==> src/rtl/calc_pkg.sv <==
// Shared encodings, ASCII constants and FSM states for the UART calculator command parser.
package calc_pkg;

    localparam logic [3:0] DTYPE_I = 4'b0001;
    localparam logic [3:0] DTYPE_U = 4'b0010;
    localparam logic [3:0] DTYPE_S = 4'b0100;
    localparam logic [3:0] DTYPE_H = 4'b1000;

    localparam logic [4:0] OP_ADD = 5'b00001;
    localparam logic [4:0] OP_SUB = 5'b00010;
    localparam logic [4:0] OP_MUL = 5'b00100;
    localparam logic [4:0] OP_DIV = 5'b01000;
    localparam logic [4:0] OP_MOD = 5'b10000;

    localparam logic [7:0] CH_SPACE = 8'h20;
    localparam logic [7:0] CH_0     = 8'h30;
    localparam logic [7:0] CH_9     = 8'h39;
    localparam logic [7:0] CH_UA    = 8'h41;
    localparam logic [7:0] CH_UF    = 8'h46;
    localparam logic [7:0] CH_LA    = 8'h61;
    localparam logic [7:0] CH_LF    = 8'h66;
    localparam logic [7:0] CH_PLUS  = 8'h2B;
    localparam logic [7:0] CH_MINUS = 8'h2D;
    localparam logic [7:0] CH_STAR  = 8'h2A;
    localparam logic [7:0] CH_SLASH = 8'h2F;
    localparam logic [7:0] CH_PCT   = 8'h25;
    localparam logic [7:0] CH_I     = 8'h49;
    localparam logic [7:0] CH_U     = 8'h55;
    localparam logic [7:0] CH_S     = 8'h53;
    localparam logic [7:0] CH_H     = 8'h48;

    typedef enum logic [2:0] {
        IDLE,
        TSEP,
        SRC1,
        SRC2,
        DONE,
        ERR
    } state_e;

    // Zero means "not an operator character".
    function automatic logic [4:0] op_decode(input logic [7:0] ch);
        case (ch)
            CH_PLUS:  return OP_ADD;
            CH_MINUS: return OP_SUB;
            CH_STAR:  return OP_MUL;
            CH_SLASH: return OP_DIV;
            CH_PCT:   return OP_MOD;
            default:  return 5'b00000;
        endcase
    endfunction

endpackage

==> src/rtl/calc_digit_acc.sv <==
// Operand accumulator: classifies an ASCII digit in the current radix and folds it into acc,
// flagging any result that would not fit in OPERAND_W bits.
module calc_digit_acc
    import calc_pkg::*;
#(
    parameter int OPERAND_W = 16
) (
    input  logic                 clk,
    input  logic                 rst,
    input  logic                 clear_i,
    input  logic                 load_i,
    input  logic                 hex_i,
    input  logic [7:0]           char_i,
    output logic                 is_digit_o,
    output logic                 ovf_o,
    output logic [OPERAND_W-1:0] acc_o
);

    logic [OPERAND_W-1:0] acc_q, acc_d;
    logic [3:0]           nibble;
    logic [OPERAND_W+4:0] product;
    logic [OPERAND_W+4:0] sum;

    always_comb begin
        is_digit_o = 1'b0;
        nibble     = 4'd0;
        if (char_i >= CH_0 && char_i <= CH_9) begin
            is_digit_o = 1'b1;
            nibble     = char_i[3:0];
        end else if (hex_i && ((char_i >= CH_UA && char_i <= CH_UF) ||
                               (char_i >= CH_LA && char_i <= CH_LF))) begin
            // 'A'/'a' have low nibble 1, so +9 maps them onto 10..15.
            is_digit_o = 1'b1;
            nibble     = char_i[3:0] + 4'd9;
        end
    end

    always_comb begin
        if (hex_i) begin
            product = {5'b00000, acc_q} << 4;
        end else begin
            product = ({5'b00000, acc_q} << 3) + ({5'b00000, acc_q} << 1);
        end
        sum   = product + {{(OPERAND_W+1){1'b0}}, nibble};
        ovf_o = |sum[OPERAND_W+4:OPERAND_W];
        acc_d = acc_q;
        if (clear_i) begin
            acc_d = '0;
        end else if (load_i) begin
            acc_d = sum[OPERAND_W-1:0];
        end
    end

    always_ff @(posedge clk) begin
        if (rst) begin
            acc_q <= '0;
        end else begin
            acc_q <= acc_d;
        end
    end

    assign acc_o = acc_q;

endmodule

==> src/rtl/calc_cmd_parser.sv <==
// ASCII "<T> <src1><op><src2>=" command decoder feeding the ALU stage.
// Define CALC_PARSER_HEX_EN to accept type 'H' with base-16 operands.
module calc_cmd_parser
    import calc_pkg::*;
#(
    parameter int         OPERAND_W = 16,
    parameter logic [7:0] TERM_CHAR = 8'h3D
) (
    input  logic                 clk,
    input  logic                 rst,
    input  logic [7:0]           rx_data,
    input  logic                 rx_valid,
    output logic [3:0]           dtype,
    output logic [4:0]           operator,
    output logic [OPERAND_W-1:0] src1,
    output logic [OPERAND_W-1:0] src2,
    output logic                 parser_done,
    output logic                 parser_err
);

    state_e               state_q, state_d;
    logic [3:0]           type_q, type_d;
    logic                 hex_q, hex_d;
    logic [4:0]           op_q, op_d;
    logic [OPERAND_W-1:0] hold_q, hold_d;
    logic                 seen_q, seen_d;
    logic [3:0]           dtype_q, dtype_d;
    logic [4:0]           operator_q, operator_d;
    logic [OPERAND_W-1:0] src1_q, src1_d;
    logic [OPERAND_W-1:0] src2_q, src2_d;
    logic                 done_q, done_d;
    logic                 err_q, err_d;

    logic                 acc_clear, acc_load, is_digit, ovf;
    logic [OPERAND_W-1:0] acc;
    logic [4:0]           op_code;
    logic                 is_term;

    calc_digit_acc #(.OPERAND_W(OPERAND_W)) u_acc (
        .clk       (clk),
        .rst       (rst),
        .clear_i   (acc_clear),
        .load_i    (acc_load),
        .hex_i     (hex_q),
        .char_i    (rx_data),
        .is_digit_o(is_digit),
        .ovf_o     (ovf),
        .acc_o     (acc)
    );

    assign op_code = op_decode(rx_data);
    assign is_term = (rx_data == TERM_CHAR);

    always_comb begin
        state_d    = state_q;
        type_d     = type_q;
        hex_d      = hex_q;
        op_d       = op_q;
        hold_d     = hold_q;
        seen_d     = seen_q;
        dtype_d    = dtype_q;
        operator_d = operator_q;
        src1_d     = src1_q;
        src2_d     = src2_q;
        done_d     = 1'b0;
        err_d      = 1'b0;
        acc_clear  = 1'b0;
        acc_load   = 1'b0;

        if (state_q == DONE) begin
            state_d = IDLE;
        end

        if (rx_valid) begin
            case (state_q)
                // DONE lasts one cycle, so a back-to-back type char is taken as in IDLE.
                IDLE, DONE: begin
                    acc_clear = 1'b1;
                    state_d   = TSEP;
                    hex_d     = 1'b0;
                    if (rx_data == CH_I) begin
                        type_d = DTYPE_I;
                    end else if (rx_data == CH_U) begin
                        type_d = DTYPE_U;
                    end else if (rx_data == CH_S) begin
                        type_d = DTYPE_S;
`ifdef CALC_PARSER_HEX_EN
                    end else if (rx_data == CH_H) begin
                        type_d = DTYPE_H;
                        hex_d  = 1'b1;
`endif
                    end else begin
                        err_d   = 1'b1;
                        state_d = is_term ? IDLE : ERR;
                    end
                end
                TSEP: begin
                    if (rx_data == CH_SPACE) begin
                        state_d = SRC1;
                        seen_d  = 1'b0;
                    end else begin
                        err_d   = 1'b1;
                        state_d = is_term ? IDLE : ERR;
                    end
                end
                SRC1, SRC2: begin
                    if (rx_data == CH_SPACE) begin
                        state_d = state_q;
                    end else if (is_digit && !ovf) begin
                        acc_load = 1'b1;
                        seen_d   = 1'b1;
                    end else if (state_q == SRC1 && op_code != 5'b00000 && seen_q) begin
                        state_d   = SRC2;
                        hold_d    = acc;
                        op_d      = op_code;
                        acc_clear = 1'b1;
                        seen_d    = 1'b0;
                    end else if (state_q == SRC2 && is_term && seen_q) begin
                        state_d    = DONE;
                        done_d     = 1'b1;
                        dtype_d    = type_q;
                        operator_d = op_q;
                        src1_d     = hold_q;
                        src2_d     = acc;
                    end else begin
                        err_d   = 1'b1;
                        state_d = is_term ? IDLE : ERR;
                    end
                end
                ERR: begin
                    if (is_term) begin
                        state_d = IDLE;
                    end
                end
                default: begin
                    state_d = IDLE;
                end
            endcase
        end
    end

    always_ff @(posedge clk) begin
        if (rst) begin
            state_q    <= IDLE;
            type_q     <= '0;
            hex_q      <= 1'b0;
            op_q       <= '0;
            hold_q     <= '0;
            seen_q     <= 1'b0;
            dtype_q    <= '0;
            operator_q <= '0;
            src1_q     <= '0;
            src2_q     <= '0;
            done_q     <= 1'b0;
            err_q      <= 1'b0;
        end else begin
            state_q    <= state_d;
            type_q     <= type_d;
            hex_q      <= hex_d;
            op_q       <= op_d;
            hold_q     <= hold_d;
            seen_q     <= seen_d;
            dtype_q    <= dtype_d;
            operator_q <= operator_d;
            src1_q     <= src1_d;
            src2_q     <= src2_d;
            done_q     <= done_d;
            err_q      <= err_d;
        end
    end

    assign dtype       = dtype_q;
    assign operator    = operator_q;
    assign src1        = src1_q;
    assign src2        = src2_q;
    assign parser_done = done_q;
    assign parser_err  = err_q;

endmodule

==> config.mk <==
export PLATFORM = sky130hd
export DESIGN_NAME = calc_cmd_parser
export DESIGN_NICKNAME = d
export VERILOG_FILES = /design/src/rtl/calc_pkg.sv /design/src/rtl/calc_digit_acc.sv /design/src/rtl/calc_cmd_parser.sv
export SDC_FILE = /design/constraint.sdc
export NUM_CORES = 1
export LEC_CHECK = 0
export CAP_MARGIN = 10
export CORE_MARGIN = 4
export CORE_UTILIZATION = 45
export DETAILED_ROUTE_END_ITERATION = 8
export PLACE_DENSITY = 0.68
export REMOVE_ABC_BUFFERS = 1
export SYNTH_ARGS = -nofsm -noshare
export SYNTH_HDL_FRONTEND = slang
export SYNTH_SLANG_ARGS = --single-unit
export TNS_END_PERCENT = 100
==> constraint.sdc <==
create_clock -name clk -period 3.54 [get_ports clk]
set_clock_uncertainty 0.15 [all_clocks]
set_input_delay 0.708 -clock clk [delete_from_list [all_inputs] [get_ports clk]]
set_output_delay 0.708 -clock clk [all_outputs]
set_load 0.02 [all_outputs]
==> results_dict.tcl, run 1 <==
set metrics [dict create \
    critPathCaptureType "register" \
    final.setup.worst_slack_ns -0.02752 \
    synthCells 560 \
    finalWirelength_um 11560 \
    hold_viol_final 0 \
    final_area_um2 6076 \
    synth-edff-count 0 \
    clk_pin_slew_ns 0.08 \
    switchingPower_uw 411.5 \
    fin_crit_ns 3.568 \
    synth.avg_cell_area_um2 8.198 \
    slowest_delay_ns 0.28 \
    power_frac_clock_pct 44.5 \
    worst_ep_arrival_time_ns 3.68 \
    regArea_um2 1724 \
    slew_violations 0 \
    num-nets-final 681 \
    min_path_type "register to register" \
    io_pins 54 \
    setup_viol 3 \
    vias_per_cell 5.398 \
    tns_ns -0.06387 \
    cts.path.max_buffers 2 \
    final.period_utilization_pct 100.8 \
    gp_congestion 0.9054 \
    p_total_uw 1898 \
    clkSinkCount 86 \
    die_x_um 109 \
    worst_slew_pin_slew_ns 0.7052 \
    crit_type "input port to register" \
    p_comb_share_pct 4.2 \
    ys_async_sr_fraction_pct 0 \
    synth.most_common_cell "nand2_1" \
    synth_area_leaders "dfxtp_1, nand2_1, mux2i_1" \
    status "finished with violations" \
    ys_seq_area_share_pct 37.50 \
    portBuffers 52 \
    fp-row-count 36 \
    failed_checks "negative setup slack" \
    core-area_um2 9864 \
    powerDensity_nw_per_um2 312.4 \
    vias 4254 \
    clock-root-buffer "clkbuf_8" \
    syn_area_um2 4591 \
    antennaDiodeCount 0 \
    max_freq_mhz 280.3 \
    ys.flop_type "dfxtp_1" \
    first_global_vias 4112 \
    path_cells "dlygate4sd2_1 -> nor3b_4 -> and3_4 -> buf_6 -> and2_4 -> ha_4 -> a21o_1 -> a21oi_2 -> nor2_2 -> nand4_1 -> nor3_2 -> nand4_1 -> buf_4 -> mux2i_2 -> buf_4 -> a211o_1 -> o2111a_1" \
    path_max_fanout 4 \
    crit_buf_inv 4 \
    dieArea_um2 11880 \
    dpl.cell_count 764 \
    synth_top_area_cell "dfxtp_1" \
    rsz0062_at_grt "yes" \
    yosysTopAreaCellShare_pct 37.50 \
    placed_area_um2 5530 \
    relSlewSlack_pct 52.99 \
    clock_latency_ns 0.37 \
    ys_types 71 \
    multi_input_area_um2 2897 \
    start_util_pct 46.54 \
    crit_path_start_kind "input port" \
    antenna_found_initial 0 \
    drc_errors 0 \
    wire_per_inst_um 14.67 \
    final_cells 788 \
    ys_top_cells_by_count "nand2_1, dfxtp_1, a21oi_1" \
    cap_violations 0 \
    ys_warn_count 0 \
    ir_worst_vdd_v 0.0002560 \
    grt_overflow 0 \
    cp_top_family "simple AND/OR/NAND/NOR gates" \
    firstDrtPassIters 4 \
    p_sw_share_pct 21.68 \
    pwr-share-seq_pct 51.3 \
    drt_iter0_drc 174 \
    cp_slowest_cell "a211o_1" \
    yosys_register_bits 86 \
    track_usage_pct 20.46 \
    required_ns 3.65 \
    power.internal_uw 1487 \
    ant_nets 0 \
    grt_pass1_wl_um 19300 \
    fill_cells 867 \
    dp_hpwl_um 8155 \
    area_growth_pct 32.35 \
    die-height_um 109 \
    cts_tree "yes" \
    p_leak_uw 0.002291 \
    cts_made_buffers 9 \
    final_layout_size_suffix_gt1_share_pct 18.32 \
    h-tree-depth 3 \
    grt_max_degree 68 \
]
## path summary, 6_finish.rpt
path / start / end / slack [ns] / cells after the start
max: rx_data[5] / state_q[0]$_SDFFE_PP0P_ / -0.03 / 17
min: type_q[2]$_SDFFE_PP0P_ / type_q[2]$_SDFFE_PP0P_ / 0.30 / 2
max reg2reg: u_acc.acc_o[0]$_SDFFE_PP0P_ / u_acc.acc_o[13]$_SDFFE_PP0P_ / -0.02 / 13
min reg2reg: type_q[2]$_SDFFE_PP0P_ / type_q[2]$_SDFFE_PP0P_ / 0.30 / 2
## cell families (layout without fill, tap and decap cells)
group / count (synthesis) / in the layout / share of synthesized area (%)
and+or+nand+nor: 240 / 240 / 24.78
xor gates and xnor gates: 19 / 19 / 3.625
buffers and inverters: 39 / 134 / 3.816
other: 1 / 1 / 0.08169
muxes: 37 / 37 / 8.068
DFF: 86 / 86 / 37.50
adders and majority gates: 19 / 19 / 5.506
AOI/OAI and AO/OA: 119 / 119 / 16.63
## placed cells by master, fill, tap and decap left out, types with 5 or more instances in the layout
master and count:
dfxtp_1 84, inv_1 9, a21oi_1 57, clkbuf_8 10, xor2_1 6, clkdlybuf4s50_1 44, mux2i_1 33, buf_4 50
dlygate4sd2_1 7, xnor2_1 10, nand4_1 5, and3_1 5, nand3_1 9, nor3b_1 5, ha_1 15, o21ai_0 16
nand2_1 105, nand2b_1 7, nor3_1 7, nor2_1 56
## sequential cells by signal, indices dropped and copies added, names as in the netlist
register / flops
src2: 16
op_q: 5
seen_q: 1
dtype: 3
hold_q: 16
u_acc.acc_o: 16
operator: 5
state_q: 3
src1: 16
parser_err: 1
type_q: 3
parser_done: 1
## final cells by class
class                   instances  area share (%)
clock buffers                  10           2.265
clock inverters                 5           1.771
inverters                       9          0.5560
multi-input cells             435           47.67
flip-flops and latches         86           28.38
well taps                     133           2.739
repair buffers                110           16.62
## repair_timing
| action | in CTS | in global routing |
|---|---|---|
| setup endpoints to repair | 21 | 21 |
| gates cloned | 1 | 0 |
| hold buffers | 0 | 0 |
| endpoints found under the hold margin | 0 | 0 |
| setup buffers | 4 | 4 |
| pin swaps | 9 | 21 |
| resized for setup | 22 | 28 |
## through the flow
stage                     util [%]  setup WS, ns  hold slack, ns
final                        61.59      -0.02752          0.2952
after CTS                    59.96      0.009658          0.2975
after global routing         61.59       -0.1989          0.3236
after detailed placement     56.06       -0.5682          0.2850
after global placement       56.06       -0.4777          0.2839
after floorplan                  -       -0.9146          0.2723
## worst reg2reg max path: stages (launching register included)
cell and delay, ns:
dfxtp_2 0.34, ha_4 0.17, fa_2 0.42, a211oi_4 0.35
o31ai_4 0.15, o2111ai_2 0.25, nand2_2 0.11, o32ai_4 0.29
or4b_4 0.51, mux2i_4 0.18, buf_6 0.14, buf_8 0.12
mux2i_2 0.21, nor2_1 0.07
## power groups by stage
stage	registers, uW	clock network, uW	logic (uW)
after detailed placement	997	0	77.5
after CTS	974	867	77.3
after floorplan	997	0	25.8
after global routing	975	902	86.6
final	974	844	79.5
after global placement	997	0	76.7
## metal layers
metal / GRT usage, % / part of all wire, % / vias up
li1: - / - / 2135
met1: 25.98 / 47 / 2018
met2: 34.52 / 47 / 85
met3: 4.204 / 3.9 / 16
met4: 6.853 / 1.9 / 0
met5: 0 / 0 / -
Note: power is estimated with default switching activity, not from simulation.
==> run 2: changes to the inputs <==
Settings changed: CAP_MARGIN 10 to unset, CORE_MARGIN 4 to 2, REMOVE_ABC_BUFFERS 1 to unset.
==> results_dict.tcl, run 2 (synthesized netlist as in run 1, its figures left out) <==
set metrics [dict create \
    dpl.cell_count 759 \
    switchingPower_uw 430.4 \
    path_max_fanout 8 \
    cts_hold_buf 0 \
    crit_type "register to register" \
    critPathCaptureType "register" \
    grt_max_degree 52 \
    p_comb_share_pct 4.5 \
    vias_per_cell 5.510 \
    ir_worst_vdd_v 0.0001663 \
    power_frac_clock_pct 38.6 \
    io_pins 54 \
    area_growth_pct 29.30 \
    firstDrtPassIters 5 \
    track_usage_pct 21.55 \
    post-place-ws_ns -0.5743 \
    drt_iter0_drc 208 \
    required_ns 3.65 \
    die-height_um 105 \
    wire_per_inst_um 15.50 \
    dp_hpwl_um 8518 \
    cap_violations 0 \
    fp-row-count 36 \
    worst_ep_arrival_time_ns 3.56 \
    rsz0062_at_grt "yes" \
    pwr-share-seq_pct 56.9 \
    cts.path.max_buffers 2 \
    hold_viol_final 0 \
    power.internal_uw 1281 \
    final.period_utilization_pct 97.54 \
    clkSinkCount 86 \
    final_common_cell "nand2_1" \
    crit_path_start_kind "register" \
    worst_slew_pin_slew_ns 0.6315 \
    cts_made_buffers 9 \
    relSlewSlack_pct 57.51 \
    slew_violations 0 \
    first_global_vias 3949 \
    num-nets-final 673 \
    p_leak_uw 0.002247 \
    max_freq_mhz 289.6 \
    final_cells 781 \
    powerDensity_nw_per_um2 288.3 \
    syn-num-nets 590 \
    finalWirelength_um 12110 \
    start_util_pct 46.75 \
    min_path_type "register to register" \
    clock-root-buffer "clkbuf_8" \
    ant_nets 0 \
    p_sw_share_pct 25.15 \
    clock_latency_ns 0.37 \
    drc_errors 0 \
    cts_tree "yes" \
    gp_congestion 0.8927 \
    antennaDiodeCount 0 \
    grt_overflow 0 \
    grt_pass1_wl_um 19090 \
    antenna_found_initial 0 \
    final.setup.worst_slack_ns 0.08693 \
    die_x_um 105 \
    portBuffers 52 \
    core-area_um2 9819 \
    h-tree-depth 3 \
    fin_crit_ns 3.453 \
    setup_viol 0 \
    status "finished, final reports clean" \
    vias 4303 \
    final_layout_size_suffix_gt1_share_pct 16.98 \
    clk_pin_slew_ns 0.09 \
    final_cell_mix "nand2_1, dfxtp_1, a21oi_1" \
    dieArea_um2 11030 \
]
[run 2: cell types whose count changed in the layout (fill, tap and decap cells not counted), moves of 3 or more]
cell	previous run	this run
a21oi_1	57	60
a21oi_2	4	1
buf_4	50	46
bufinv_16	3	0
dlygate4sd2_1	7	0
dlymetal6s2s_1	0	6
ha_1	15	12
mux2i_1	33	36
mux2i_2	3	0
[run 2: metrics by stage]
stage	hold slack, ns	power, uW	util [%]	TNS, ns	cell area (um^2)
global placement	0.2882	1068	56.01	-6.848	5500
detailed placement	0.2923	1070	56.01	-9.175	5500
floorplan	0.2733	1037	-	0	4608
finish	0.2939	1711	60.45	0	5936
CTS	0.2914	1724	58.26	0	5720
global route	0.3044	1780	60.45	-0.04344	5936
[run 2: power by group through the flow]
stage / clock network, uW / logic, uW / registers (uW)
floorplan: 0 / 43.3 / 994
global placement: 0 / 72.0 / 996
detailed placement: 0 / 74.0 / 996
CTS: 675 / 75.4 / 973
global route: 721 / 84.3 / 974
finish: 660 / 77.7 / 973
[run 2: routing by layer]
metal / track usage (%) / share of wire, %
met1: 26.28 / 43
met2: 36.78 / 51
met3: 4.866 / 4.7
met4: 8.381 / 1.9
met5: 0 / 0
[run 2: final timing paths]
check | startpoint | end | slack, ns | cells after the start
max | u_acc.acc_o[0]$_SDFFE_PP0P_ | u_acc.acc_o[4]$_SDFFE_PP0P_ | 0.09 | 12
min | type_q[2]$_SDFFE_PP0P_ | dtype[2]$_SDFFE_PP0P_ | 0.29 | 2
max reg2reg | u_acc.acc_o[0]$_SDFFE_PP0P_ | u_acc.acc_o[4]$_SDFFE_PP0P_ | 0.09 | 12
min reg2reg | type_q[2]$_SDFFE_PP0P_ | dtype[2]$_SDFFE_PP0P_ | 0.29 | 2
[run 2: timing repair]
| item | 4_1_cts | 5_1_grt |
|---|---|---|
| gates cloned | 0 | 1 |
| resized for setup | 7 | 39 |
| setup buffers | 0 | 5 |
| setup endpoints to repair | 19 | 20 |
| endpoints found under the hold margin | 0 | 0 |
| pin swaps | 3 | 13 |
[run 2: final cells by class]
| cell class | count | area, um^2 |
|---|---|---|
| Tap cell | 133 | 166.4 |
| Clock inverter | 5 | 41.29 |
| Multi-Input combinational cell | 435 | 2888 |
| Inverter | 9 | 33.78 |
| Sequential cell | 86 | 1727 |
| Timing Repair Buffer | 102 | 938.4 |
| Fill cell | 876 | 3884 |
| Clock buffer | 11 | 141.4 |
[run 2: critical path: stages (launching register included)]
cell,delay [ns]
dfxtp_2,0.35
ha_4,0.18
fa_2,0.38
a211oi_4,0.35
o31ai_4,0.14
o2111ai_2,0.25
nand2_2,0.13
o32ai_4,0.24
or4b_1,0.52
mux2i_4,0.22
buf_6,0.18
mux2i_1,0.20
nor2_1,0.06
==> run 3: changes to the inputs <==
Settings changed: CELL_PAD_IN_SITES_DETAIL_PLACEMENT set to 0, CELL_PAD_IN_SITES_GLOBAL_PLACEMENT set to 1, CORE_UTILIZATION 45 to 38, PLACE_DENSITY 0.68 to 0.75.
==> results_dict.tcl, run 3 (synthesized netlist as in run 1, its figures left out) <==
set metrics [dict create \
    die-height_um 113.9 \
    drc_errors 0 \
    finalWirelength_um 12350 \
    dpl.cell_count 787 \
    antennaDiodeCount 0 \
    area_growth_pct 37.26 \
    clkSinkCount 86 \
    cts.path.max_buffers 2 \
    crit_path_frequent_cell "buf_4" \
    dieArea_um2 12980 \
    reg2reg_depth 13 \
    worst_ep_arrival_time_ns 3.58 \
    required_ns 3.62 \
    grt_overflow 0 \
    slew_violations 0 \
    worstHoldPathCells 2 \
    hold_viol_final 0 \
    cts_made_buffers 9 \
    fp-row-count 40 \
    core-area_um2 11910 \
    r2r_end "u_acc.acc_o[13]$_SDFFE_PP0P_" \
    grt_max_degree 56 \
    cp_slowest_cell "or4b_4" \
    powerDensity_nw_per_um2 325.9 \
    final.period_utilization_pct 98.99 \
    portBuffers 52 \
    clock-root-buffer "clkbuf_16" \
    clk_pin_slew_ns 0.07 \
    worst_slew_pin_slew_ns 0.6488 \
    start_util_pct 38.54 \
    slowest_delay_ns 0.51 \
    io_pins 54 \
    dp_hpwl_um 8743 \
    max_freq_mhz 285.4 \
    p_leak_uw 0.002403 \
    first_global_vias 4184 \
    path_cells "buf_4 -> ha_4 -> a211oi_4 -> o31ai_4 -> o2111ai_2 -> buf_4 -> a211o_1 -> o32ai_4 -> or4b_4 -> mux2i_4 -> buf_6 -> mux2i_1 -> nor2_1" \
    cp_top_family "compound AO/OA/AOI/OAI gates" \
    cap_violations 0 \
    r2r-start "u_acc.acc_o[2]$_SDFFE_PP0P_" \
    fin_crit_ns 3.504 \
    relSlewSlack_pct 56.35 \
    clock_latency_ns 0.34 \
    crit_type "register to register" \
    grt_pass1_wl_um 20510 \
    cts_tree "yes" \
    setup_viol 0 \
    critPathCaptureType "register" \
    num-nets-final 692 \
    worst-path-stages 13 \
    status "finished, final reports clean" \
    h-tree-depth 3 \
    path_max_fanout 6 \
    drt_iter0_drc 289 \
    final_layout_size_suffix_gt1_share_pct 20.39 \
    ant_nets 0 \
    crit_buf_inv 3 \
    p_total_uw 2053 \
    min_path_type "register to register" \
    fill_cells 1118 \
    worstHoldStart "hold_q[0]$_SDFFE_PP0P_" \
    final_common_cell "nand2_1" \
    r2r_setup_slack_ns 0.04 \
    final_cells 814 \
    vias_per_cell 5.311 \
    vias 4323 \
    antenna_found_initial 0 \
    die_x_um 113.9 \
    cts_hold_buf 0 \
    wire_per_inst_um 15.17 \
    firstDrtPassIters 4 \
    rsz0062_at_grt "yes" \
    syn-num-nets 590 \
    ir_worst_vdd_v 0.0002627 \
    crit_path_start_kind "register" \
    min_to "src1[0]$_SDFFE_PP0P_" \
    final_cell_mix "nand2_1, dfxtp_1, buf_4" \
    gp_congestion 0.9073 \
    track_usage_pct 19.73 \
]
==> run 3: layout make-up <==
| class | count | area, um^2 | share of cell area (%) |
|---|---|---|---|
| clock buffer | 10 | 239.0 | 3.793 |
| clock inverter | 6 | 75.07 | 1.191 |
| multi-input combinational | 435 | 2948 | 46.78 |
| timing repair buffer | 121 | 1096 | 17.39 |
| tap | 147 | 183.9 | 2.919 |
| sequential | 86 | 1725 | 27.38 |
| inverter | 9 | 33.78 | 0.5361 |
==> run 3: worst max-delay path by stage <==
stage | startpoint | to
after floorplan | rx_data[7] | state_q[1]$_SDFFE_PP0P_
after global routing | u_acc.acc_o[2]$_SDFFE_PP0P_ | u_acc.acc_o[13]$_SDFFE_PP0P_
final | u_acc.acc_o[2]$_SDFFE_PP0P_ | u_acc.acc_o[13]$_SDFFE_PP0P_
after detailed placement | rx_data[5] | parser_err$_SDFF_PP0_
after CTS | rx_data[3] | u_acc.acc_o[10]$_SDFFE_PP0P_
after global placement | rx_data[5] | parser_err$_SDFF_PP0_
==> run 3: per-stage QoR <==
stage                     setup slack [ns]  instance area [um^2]  hold slack, ns  TNS [ns]  util [%]
after floorplan                    0.01941                  4608          0.2733         0         -
after global placement             -0.4572                  5635          0.2852    -7.141     47.31
after detailed placement           -0.5450                  5635          0.2873    -9.387     47.31
after CTS                         0.002525                  6201          0.2960         0     52.06
after global routing               -0.1163                  6301          0.3177    -1.318     52.90
final                              0.03590                  6301          0.2934         0     52.90
==> run 3: what timing repair did <==
| action | 4_1_cts | 5_1_grt |
|---|---|---|
| buffers inserted | 11 | 1 |
| gates cloned | 1 | 0 |
| gates resized for setup | 28 | 24 |
| pin swaps | 15 | 24 |
| setup endpoints to repair | 19 | 21 |
==> run 3: power breakdown <==
part,internal (uW),switching (uW)
clock network,578,421
registers,970,4.60
logic,31.8,48.1
total,1580,474
==> run 3: metal layers <==
layer	wire length (um)	global-route usage (%)	up-vias	part of all wire [%]
li1	-	-	2157	-
met1	5539	24.60	2054	45
met2	6106	34.21	85	49
met3	389	3.348	27	3.2
met4	310	7.398	0	2.5
met5	0	0	-	0
==> run 3: tightest hold or removal path, stage by stage (launching register included) <==
cell	delay [ns]
dfxtp_1	0.31
nand2_1	0.05
a21oi_1	0.05
